**src/rtl/simmem_bank_timing_if.sv**
```systemverilog
// Request/completion bundle between the address-request path and the bank timing model.
// The master side issues requests and drains completions; the slave side is the timing model.
interface simmem_bank_timing_if #(
  parameter int AddrW    = 19,
  parameter int LenW     = 8,
  parameter int IidW     = 5,
  parameter int NumBanks = 4
);
  localparam int BankW = $clog2(NumBanks);

  logic                req_valid;
  logic                req_ready;
  logic [AddrW-1:0]    req_addr;
  logic [LenW-1:0]     req_len;
  logic [IidW-1:0]     req_iid;
  logic                done_valid;
  logic                done_ready;
  logic [IidW-1:0]     done_iid;
  logic [BankW-1:0]    done_bank;
  logic [1:0]          done_kind;
  logic [NumBanks-1:0] bank_busy;

  modport master (
    output req_valid, req_addr, req_len, req_iid, done_ready,
    input  req_ready, done_valid, done_iid, done_bank, done_kind, bank_busy
  );

  modport slave (
    input  req_valid, req_addr, req_len, req_iid, done_ready,
    output req_ready, done_valid, done_iid, done_bank, done_kind, bank_busy
  );
endinterface

```
**src/rtl/simmem_bank_timing.sv**
```systemverilog
// Multi-bank DRAM row-buffer timing model: one request per cycle, each bank tracks its open
// row and retires its request exactly `cost` cycles after acceptance, lowest bank first.
module simmem_bank_timing #(
  parameter int AddrW          = 19,
  parameter int RowBufLenW     = 10,
  parameter int NumBanks       = 4,
  parameter int RowHitCost     = 10,
  parameter int PrechargeCost  = 50,
  parameter int ActivationCost = 45,
  parameter int LenW           = 8,
  parameter int IidW           = 5,
  parameter int ClosePage      = 0
) (
  input logic                 clk_i,
  input logic                 rst_i,
  simmem_bank_timing_if.slave bus
);
  localparam int BankW = $clog2(NumBanks);
  localparam int RowW  = AddrW - RowBufLenW - BankW;
  localparam int CntW  = $clog2(PrechargeCost + ActivationCost + RowHitCost + 2**LenW);

  localparam logic [1:0] KindHit    = 2'd0;
  localparam logic [1:0] KindClosed = 2'd1;
  localparam logic [1:0] KindMiss   = 2'd2;

  logic [BankW-1:0]    req_bank;
  logic [RowW-1:0]     req_row;
  logic                accept;
  logic [CntW-1:0]     len_ext;
  logic [CntW-1:0]     acc_cost;
  logic [CntW-1:0]     acc_cost_m1;
  logic [1:0]          acc_kind;

  logic [NumBanks-1:0] busy_vec;
  logic [NumBanks-1:0] pending_vec;
  logic [NumBanks-1:0] row_valid_vec;
  logic [RowW-1:0]     open_row_vec [NumBanks];
  logic [IidW-1:0]     iid_vec      [NumBanks];
  logic [1:0]          kind_vec     [NumBanks];

  logic [BankW-1:0]    pick_bank;
  logic [BankW-1:0]    sel_bank;
  logic                done_valid;
  logic                done_fire;
  logic                hold_reg;
  logic [BankW-1:0]    hold_bank_reg;

  assign req_bank      = bus.req_addr[RowBufLenW +: BankW];
  assign req_row       = bus.req_addr[AddrW-1 -: RowW];
  assign bus.req_ready = !busy_vec[req_bank];
  assign accept        = bus.req_valid && bus.req_ready;
  assign len_ext       = CntW'(bus.req_len);

  // Closed-page mode never keeps a row open, so every access pays activation only.
  always_comb begin
    acc_kind = KindClosed;
    acc_cost = CntW'(ActivationCost + RowHitCost) + len_ext;
    if (ClosePage == 0) begin
      if (row_valid_vec[req_bank] && (open_row_vec[req_bank] == req_row)) begin
        acc_kind = KindHit;
        acc_cost = CntW'(RowHitCost) + len_ext;
      end else if (row_valid_vec[req_bank]) begin
        acc_kind = KindMiss;
        acc_cost = CntW'(PrechargeCost + ActivationCost + RowHitCost) + len_ext;
      end
    end
  end

  assign acc_cost_m1 = acc_cost - CntW'(1);

  genvar gi;
  for (gi = 0; gi < NumBanks; gi++) begin : g_bank
    logic            busy_reg;
    logic            pending_reg;
    logic            row_valid_reg;
    logic [RowW-1:0] open_row_reg;
    logic [CntW-1:0] count_reg;
    logic [IidW-1:0] iid_reg;
    logic [1:0]      kind_reg;
    logic            accept_here;
    logic            release_here;

    assign accept_here  = accept && (req_bank == BankW'(gi));
    assign release_here = done_fire && (sel_bank == BankW'(gi));

    // Pending rises on the 1->0 step so completion is visible exactly cost cycles after acceptance.
    always_ff @(posedge clk_i) begin
      if (rst_i) begin
        busy_reg      <= 1'b0;
        pending_reg   <= 1'b0;
        row_valid_reg <= 1'b0;
        open_row_reg  <= '0;
        count_reg     <= '0;
        iid_reg       <= '0;
        kind_reg      <= '0;
      end else if (accept_here) begin
        busy_reg    <= 1'b1;
        pending_reg <= 1'b0;
        count_reg   <= acc_cost_m1;
        iid_reg     <= bus.req_iid;
        kind_reg    <= acc_kind;
        if (ClosePage == 0) begin
          row_valid_reg <= 1'b1;
          open_row_reg  <= req_row;
        end
      end else begin
        if (count_reg != '0) begin
          count_reg <= count_reg - CntW'(1);
        end
        if (count_reg == CntW'(1)) begin
          pending_reg <= 1'b1;
        end
        if (release_here) begin
          busy_reg    <= 1'b0;
          pending_reg <= 1'b0;
        end
      end
    end

    assign busy_vec[gi]      = busy_reg;
    assign pending_vec[gi]   = pending_reg;
    assign row_valid_vec[gi] = row_valid_reg;
    assign open_row_vec[gi]  = open_row_reg;
    assign iid_vec[gi]       = iid_reg;
    assign kind_vec[gi]      = kind_reg;
  end

  always_comb begin
    pick_bank = '0;
    for (int b = NumBanks - 1; b >= 0; b--) begin
      if (pending_vec[b]) begin
        pick_bank = BankW'(b);
      end
    end
  end

  // A stalled completion stays locked even if a lower bank becomes pending meanwhile.
  assign sel_bank   = hold_reg ? hold_bank_reg : pick_bank;
  assign done_valid = |pending_vec;
  assign done_fire  = done_valid && bus.done_ready;

  always_ff @(posedge clk_i) begin
    if (rst_i) begin
      hold_reg      <= 1'b0;
      hold_bank_reg <= '0;
    end else begin
      hold_reg      <= done_valid && !bus.done_ready;
      hold_bank_reg <= sel_bank;
    end
  end

  assign bus.done_valid = done_valid;
  assign bus.done_bank  = done_valid ? sel_bank : '0;
  assign bus.done_iid   = done_valid ? iid_vec[sel_bank] : '0;
  assign bus.done_kind  = done_valid ? kind_vec[sel_bank] : '0;
  assign bus.bank_busy  = busy_vec;
endmodule
```
**src/flat_wrapper.sv**
```systemverilog
// flat-port wrapper written by rule: the top's interface ports become plain ports
module simmem_bank_timing_flat 
#(
  parameter int AddrW          = 19,
  parameter int RowBufLenW     = 10,
  parameter int NumBanks       = 4,
  parameter int RowHitCost     = 10,
  parameter int PrechargeCost  = 50,
  parameter int ActivationCost = 45,
  parameter int LenW           = 8,
  parameter int IidW           = 5,
  parameter int ClosePage      = 0
)
  (clk_i, rst_i, bus_req_valid, bus_req_addr, bus_req_len, bus_req_iid, bus_done_ready, bus_req_ready, bus_done_valid, bus_done_iid, bus_done_bank, bus_done_kind, bus_bank_busy);
  simmem_bank_timing_if #(.AddrW(AddrW), .LenW(LenW), .IidW(IidW), .NumBanks(NumBanks)) bus_i ();
  input logic clk_i;
  input logic rst_i;
  input wire logic [$bits(bus_i.req_valid)-1:0] bus_req_valid;
  input wire logic [$bits(bus_i.req_addr)-1:0] bus_req_addr;
  input wire logic [$bits(bus_i.req_len)-1:0] bus_req_len;
  input wire logic [$bits(bus_i.req_iid)-1:0] bus_req_iid;
  input wire logic [$bits(bus_i.done_ready)-1:0] bus_done_ready;
  output wire logic [$bits(bus_i.req_ready)-1:0] bus_req_ready;
  output wire logic [$bits(bus_i.done_valid)-1:0] bus_done_valid;
  output wire logic [$bits(bus_i.done_iid)-1:0] bus_done_iid;
  output wire logic [$bits(bus_i.done_bank)-1:0] bus_done_bank;
  output wire logic [$bits(bus_i.done_kind)-1:0] bus_done_kind;
  output wire logic [$bits(bus_i.bank_busy)-1:0] bus_bank_busy;
  assign bus_i.req_valid = bus_req_valid;
  assign bus_i.req_addr = bus_req_addr;
  assign bus_i.req_len = bus_req_len;
  assign bus_i.req_iid = bus_req_iid;
  assign bus_i.done_ready = bus_done_ready;
  assign bus_req_ready = bus_i.req_ready;
  assign bus_done_valid = bus_i.done_valid;
  assign bus_done_iid = bus_i.done_iid;
  assign bus_done_bank = bus_i.done_bank;
  assign bus_done_kind = bus_i.done_kind;
  assign bus_bank_busy = bus_i.bank_busy;
  simmem_bank_timing #(.AddrW(AddrW), .RowBufLenW(RowBufLenW), .NumBanks(NumBanks), .RowHitCost(RowHitCost), .PrechargeCost(PrechargeCost), .ActivationCost(ActivationCost), .LenW(LenW), .IidW(IidW), .ClosePage(ClosePage)) u_core (.clk_i(clk_i), .rst_i(rst_i), .bus(bus_i));
endmodule
```
**config.mk**
```make
export PLATFORM = sky130hd
export DESIGN_NAME = simmem_bank_timing_flat
export DESIGN_NICKNAME = d
export VERILOG_FILES = /design/src/rtl/simmem_bank_timing_if.sv /design/src/rtl/simmem_bank_timing.sv /design/src/flat_wrapper.sv
export SDC_FILE = /design/constraint.sdc
export NUM_CORES = 1
export LEC_CHECK = 0
export ABC_AREA = 1
export CAP_MARGIN = 25
export CORE_UTILIZATION = 29
export DETAILED_ROUTE_END_ITERATION = 8
export GPL_TIMING_DRIVEN = 0
export PLACE_DENSITY = 0.54
export SLEW_MARGIN = 20
export SYNTH_ARGS = -nofsm -noshare
export SYNTH_HDL_FRONTEND = slang
export SYNTH_SLANG_ARGS = --single-unit
export TNS_END_PERCENT = 100
```
**constraint.sdc**
```tcl
create_clock -name clk_i -period 3.29 [get_ports clk_i]
set_input_delay 0.329 -clock clk_i [delete_from_list [all_inputs] [get_ports clk_i]]
set_output_delay 0.329 -clock clk_i [all_outputs]
set_load 0.02 [all_outputs]
```
==> impl_metrics.py <==
metrics = {
    "yosys": {
        "yosysWarnings": 0,
        "syn_inst": 863,
        "synth_nets": 915,
        "synthArstFlopShare_pct": 0,
        "synth_top_family_by_area": "simple AND/OR/NAND/NOR gates",
        "synth_mux_area_share_pct": 0,
        "ys.flop_type": "dfxtp_1",
        "synth_edf_count": 0,
        "synth_area_um2": 5927,
        "synth_cell_types": 46,
        "synth_compound_area_share_pct": 18.01,
        "seq_area_frac_synth_pct": 36.14,
        "synthAdderAreaFrac_pct": 3.504,
        "synth-seq-cells": 107,
        "synth_xor_area_share_pct": 5.024,
        "avgSynthCellArea_um2": 6.868,
        "synth-simple-area-share_pct": 29.32,
    },
    "sta": {
        "fin_crit_ns": 3.096,
        "fmax_mhz": 323.0,
        "rsz0062_at_grt": "false",
        "hold_viol": 0,
        "post-route-period-util_pct": 94.12,
        "setup-tns-final_ns": 0,
        "finalSetupViolCount": 0,
        "clock_skew_ns": 0.01403,
        "tightest_slew_ns": 0.7394,
        "fin_ws_ns": 0.1936,
        "maxSlewViolCount": 0,
        "max_slew_margin_pct": 50.71,
    },
    "floorplanning": {
        "core_um2": 19720,
        "io_pins": 51,
        "die_area_um2": 21010,
        "die_x_um": 145.0,
        "rows": 51,
        "die_y_um": 145.0,
        "start_util_pct": 30.06,
    },
    "routing": {
        "dr_total_vias": 5793,
        "drt_wl_total_um": 18400,
        "drt_iter0_markers": 394,
        "avgViaCountPerCell": 4.868,
        "antenna_left": 0,
        "wire_per_inst_um": 15.46,
        "dr.pass1.iters": 5,
        "drc": 0,
    },
    "worst_setup_path": {
        "path_max_fanout": 8,
        "end_kind": "output port",
        "worstPathRequired_ns": 2.96,
        "worstSetupPathType": "flip-flop to output port",
        "rr_worst_depth": 21,
        "r2r_start": "u_core.g_bank[2].open_row_reg[6]$_SDFFE_PP0P_",
        "crit_arrival_ns": 2.77,
        "reg2reg_slack_ns": 0.50,
        "worstReg2RegEnd": "u_core.g_bank[3].count_reg[8]$_SDFFE_PP0P_",
        "start_kind": "flip-flop",
    },
    "worst_hold_path": {
        "worstHoldStart": "u_core.g_bank[2].open_row_reg[6]$_SDFFE_PP0P_",
        "worstHoldPathType": "flip-flop to flip-flop",
        "holdPathStages": 2,
        "hold_end": "u_core.g_bank[2].open_row_reg[6]$_SDFFE_PP0P_",
    },
    "global_route": {
        "overflow": 0,
        "grt_pass1_wl_um": 29550,
        "grtUsageTotal_pct": 17.97,
        "grt_antenna_before_repair": 0,
        "grt_pass1_vias": 5476,
        "grt_max_degree": 19,
    },
    "cells_and_area": {
        "area_growth_pct": 21.34,
        "largest_reg_flops": 36,
        "final_util_pct": 36.47,
        "multiInputGateArea_um2": 3438,
        "final_nets": 972,
        "seqCellArea_um2": 2142,
        "diodes": 0,
        "fillers": 2090,
        "drive_gt1_share_pct": 10.81,
        "final_area_um2": 7192,
    },
    "pwr": {
        "leakagePower_nw": 2.972,
        "power_w": 0.005043,
        "vdd_drop_max_v": 0.0003449,
        "powerDensity_nw_per_um2": 701.3,
    },
    "clocking": {
        "cts_buffers": 9,
        "clock_path_buffers": 2,
        "cts.htree.levels": 3,
        "cts_root_buffer": "clkbuf_16",
        "clkLatencyLatePin_ns": 0.37,
        "cts.clk_slew.worst_paths_ns": 0.07,
        "cts_tree": "done",
        "ctsHoldBuffers": 0,
        "clock_sinks": 107,
    },
    "status": {
        "status": "finished, final reports clean",
    },
    "flow_run": {
        "max_cap_violations": 0,
    },
    "placement": {
        "pre_cts_slack_ns": -0.8859,
        "place_congestion": 0.8266,
        "dpl_cell_area_um2": 6649,
        "hpwl_um": 13200,
        "portBuffers": 39,
    },
}
area by class of cell:
cell class | instances | area share [%]
plain buffers | 39 | 2.905
clock buffers | 10 | 3.323
clock inverters | 6 | 1.340
inverters | 75 | 4.001
multi-input cells | 642 | 47.81
flip-flops and latches | 107 | 29.78
well taps | 265 | 4.610
repair buffers | 46 | 6.228
power breakdown:
group | switching, W | internal [W]
clock network | 0.000545 | 0.000699
logic | 0.00124 | 0.000854
registers | 0.000181 | 0.00153
total | 0.00196 | 0.00308
cell usage after synthesis, drive strengths merged, types with 6 or more instances:
cell type | instances | area share, %
buf | 21 | 2.1
a21oi | 82 | 6.9
nand3 | 53 | 4.8
xor2 | 10 | 1.5
o21ai | 66 | 5.6
ha | 15 | 3.2
dfxtp | 107 | 36
nor3 | 19 | 1.9
inv | 74 | 4.7
nor2 | 80 | 5.5
clkbuf | 18 | 1.1
xnor2 | 24 | 3.5
a31oi | 6 | 0.63
nand2 | 238 | 15
a22oi | 7 | 0.89
nand3b | 6 | 0.76
cell families after synthesis:
logic type                 count (synthesis)
AOI/OAI and AO/OA                        187
adders and majority gates                 16
and+or+nand+nor                          405
DFF                                      107
buffers and inverters                    114
xor gates and xnor gates                  34
how the worst max path moves through the flow:
stage	to	slack, ns	depth (start not counted)	start
global placement	u_core.g_bank[1].count_reg[2]$_SDFFE_PP0P_	-0.88	15	bus_req_addr[10]
floorplan	u_core.g_bank[0].count_reg[8]$_SDFFE_PP0P_	0.40	22	bus_req_addr[10]
CTS	u_core.g_bank[3].count_reg[8]$_SDFFE_PP0P_	0.001	23	bus_req_addr[10]
finish	bus_done_kind[1]	0.19	8	u_core.g_bank[2].pending_reg$_SDFFE_PP0P_
detailed placement	u_core.g_bank[1].count_reg[2]$_SDFFE_PP0P_	-0.89	15	bus_req_addr[10]
global route	bus_done_kind[0]	0.009	8	u_core.g_bank[3].pending_reg$_SDFFE_PP0P_
critical path, cell delays in order, from the launching register on:
cell             delay, ns
dfxtp_1               0.34
nor2_1                0.15
nor2_1                0.06
a21boi_1              0.32
inv_1                 0.18
nor2_2                0.38
a22oi_1               0.12
a21oi_1               0.22
clkdlybuf4s50_1       0.65
metal layers:
layer	GRT usage (%)	part of all wire, %	vias to the layer above
met4	5.745	1.9	0
met5	0	0	-
met1	24.52	49	2719
met3	2.987	3.6	20
met2	28.65	45	106
li1	-	-	2948
metrics by stage:
| stage | cells | hold WS (ns) |
|---|---|---|
| after floorplan | 863 | 0.4083 |
| after global placement | 1167 | 0.4345 |
| after detailed placement | 1167 | 0.4454 |
| after CTS | 1186 | 0.4560 |
| after global routing | 1190 | 0.4695 |
| final | 1190 | 0.4503 |
timing repair:
item / in CTS / in global routing
buffers inserted: 3 / 4
setup endpoints to repair: 39 / 38
endpoints found under the hold margin: 0 / 0
resized for setup: 14 / 23
pin swaps: 1 / 2
cells in the final DEF (no fill, tap or decap), types with 9 or more instances in the layout:
cell type / Yosys / final
nand2_2: 8 / 12
nor2_1: 75 / 69
nand2_1: 230 / 226
o21ai_0: 58 / 57
buf_2: 13 / 11
ha_1: 15 / 12
xor2_1: 10 / 10
clkbuf_1: 18 / 18
xnor2_1: 24 / 23
a21oi_1: 82 / 81
inv_2: 10 / 10
clkbuf_16: 0 / 9
nor3_1: 16 / 16
inv_1: 64 / 62
dfxtp_1: 107 / 107
buf_4: 6 / 12
nand3_1: 49 / 47
clkdlybuf4s50_1: 0 / 37
Power figures use the tool's default switching activity.
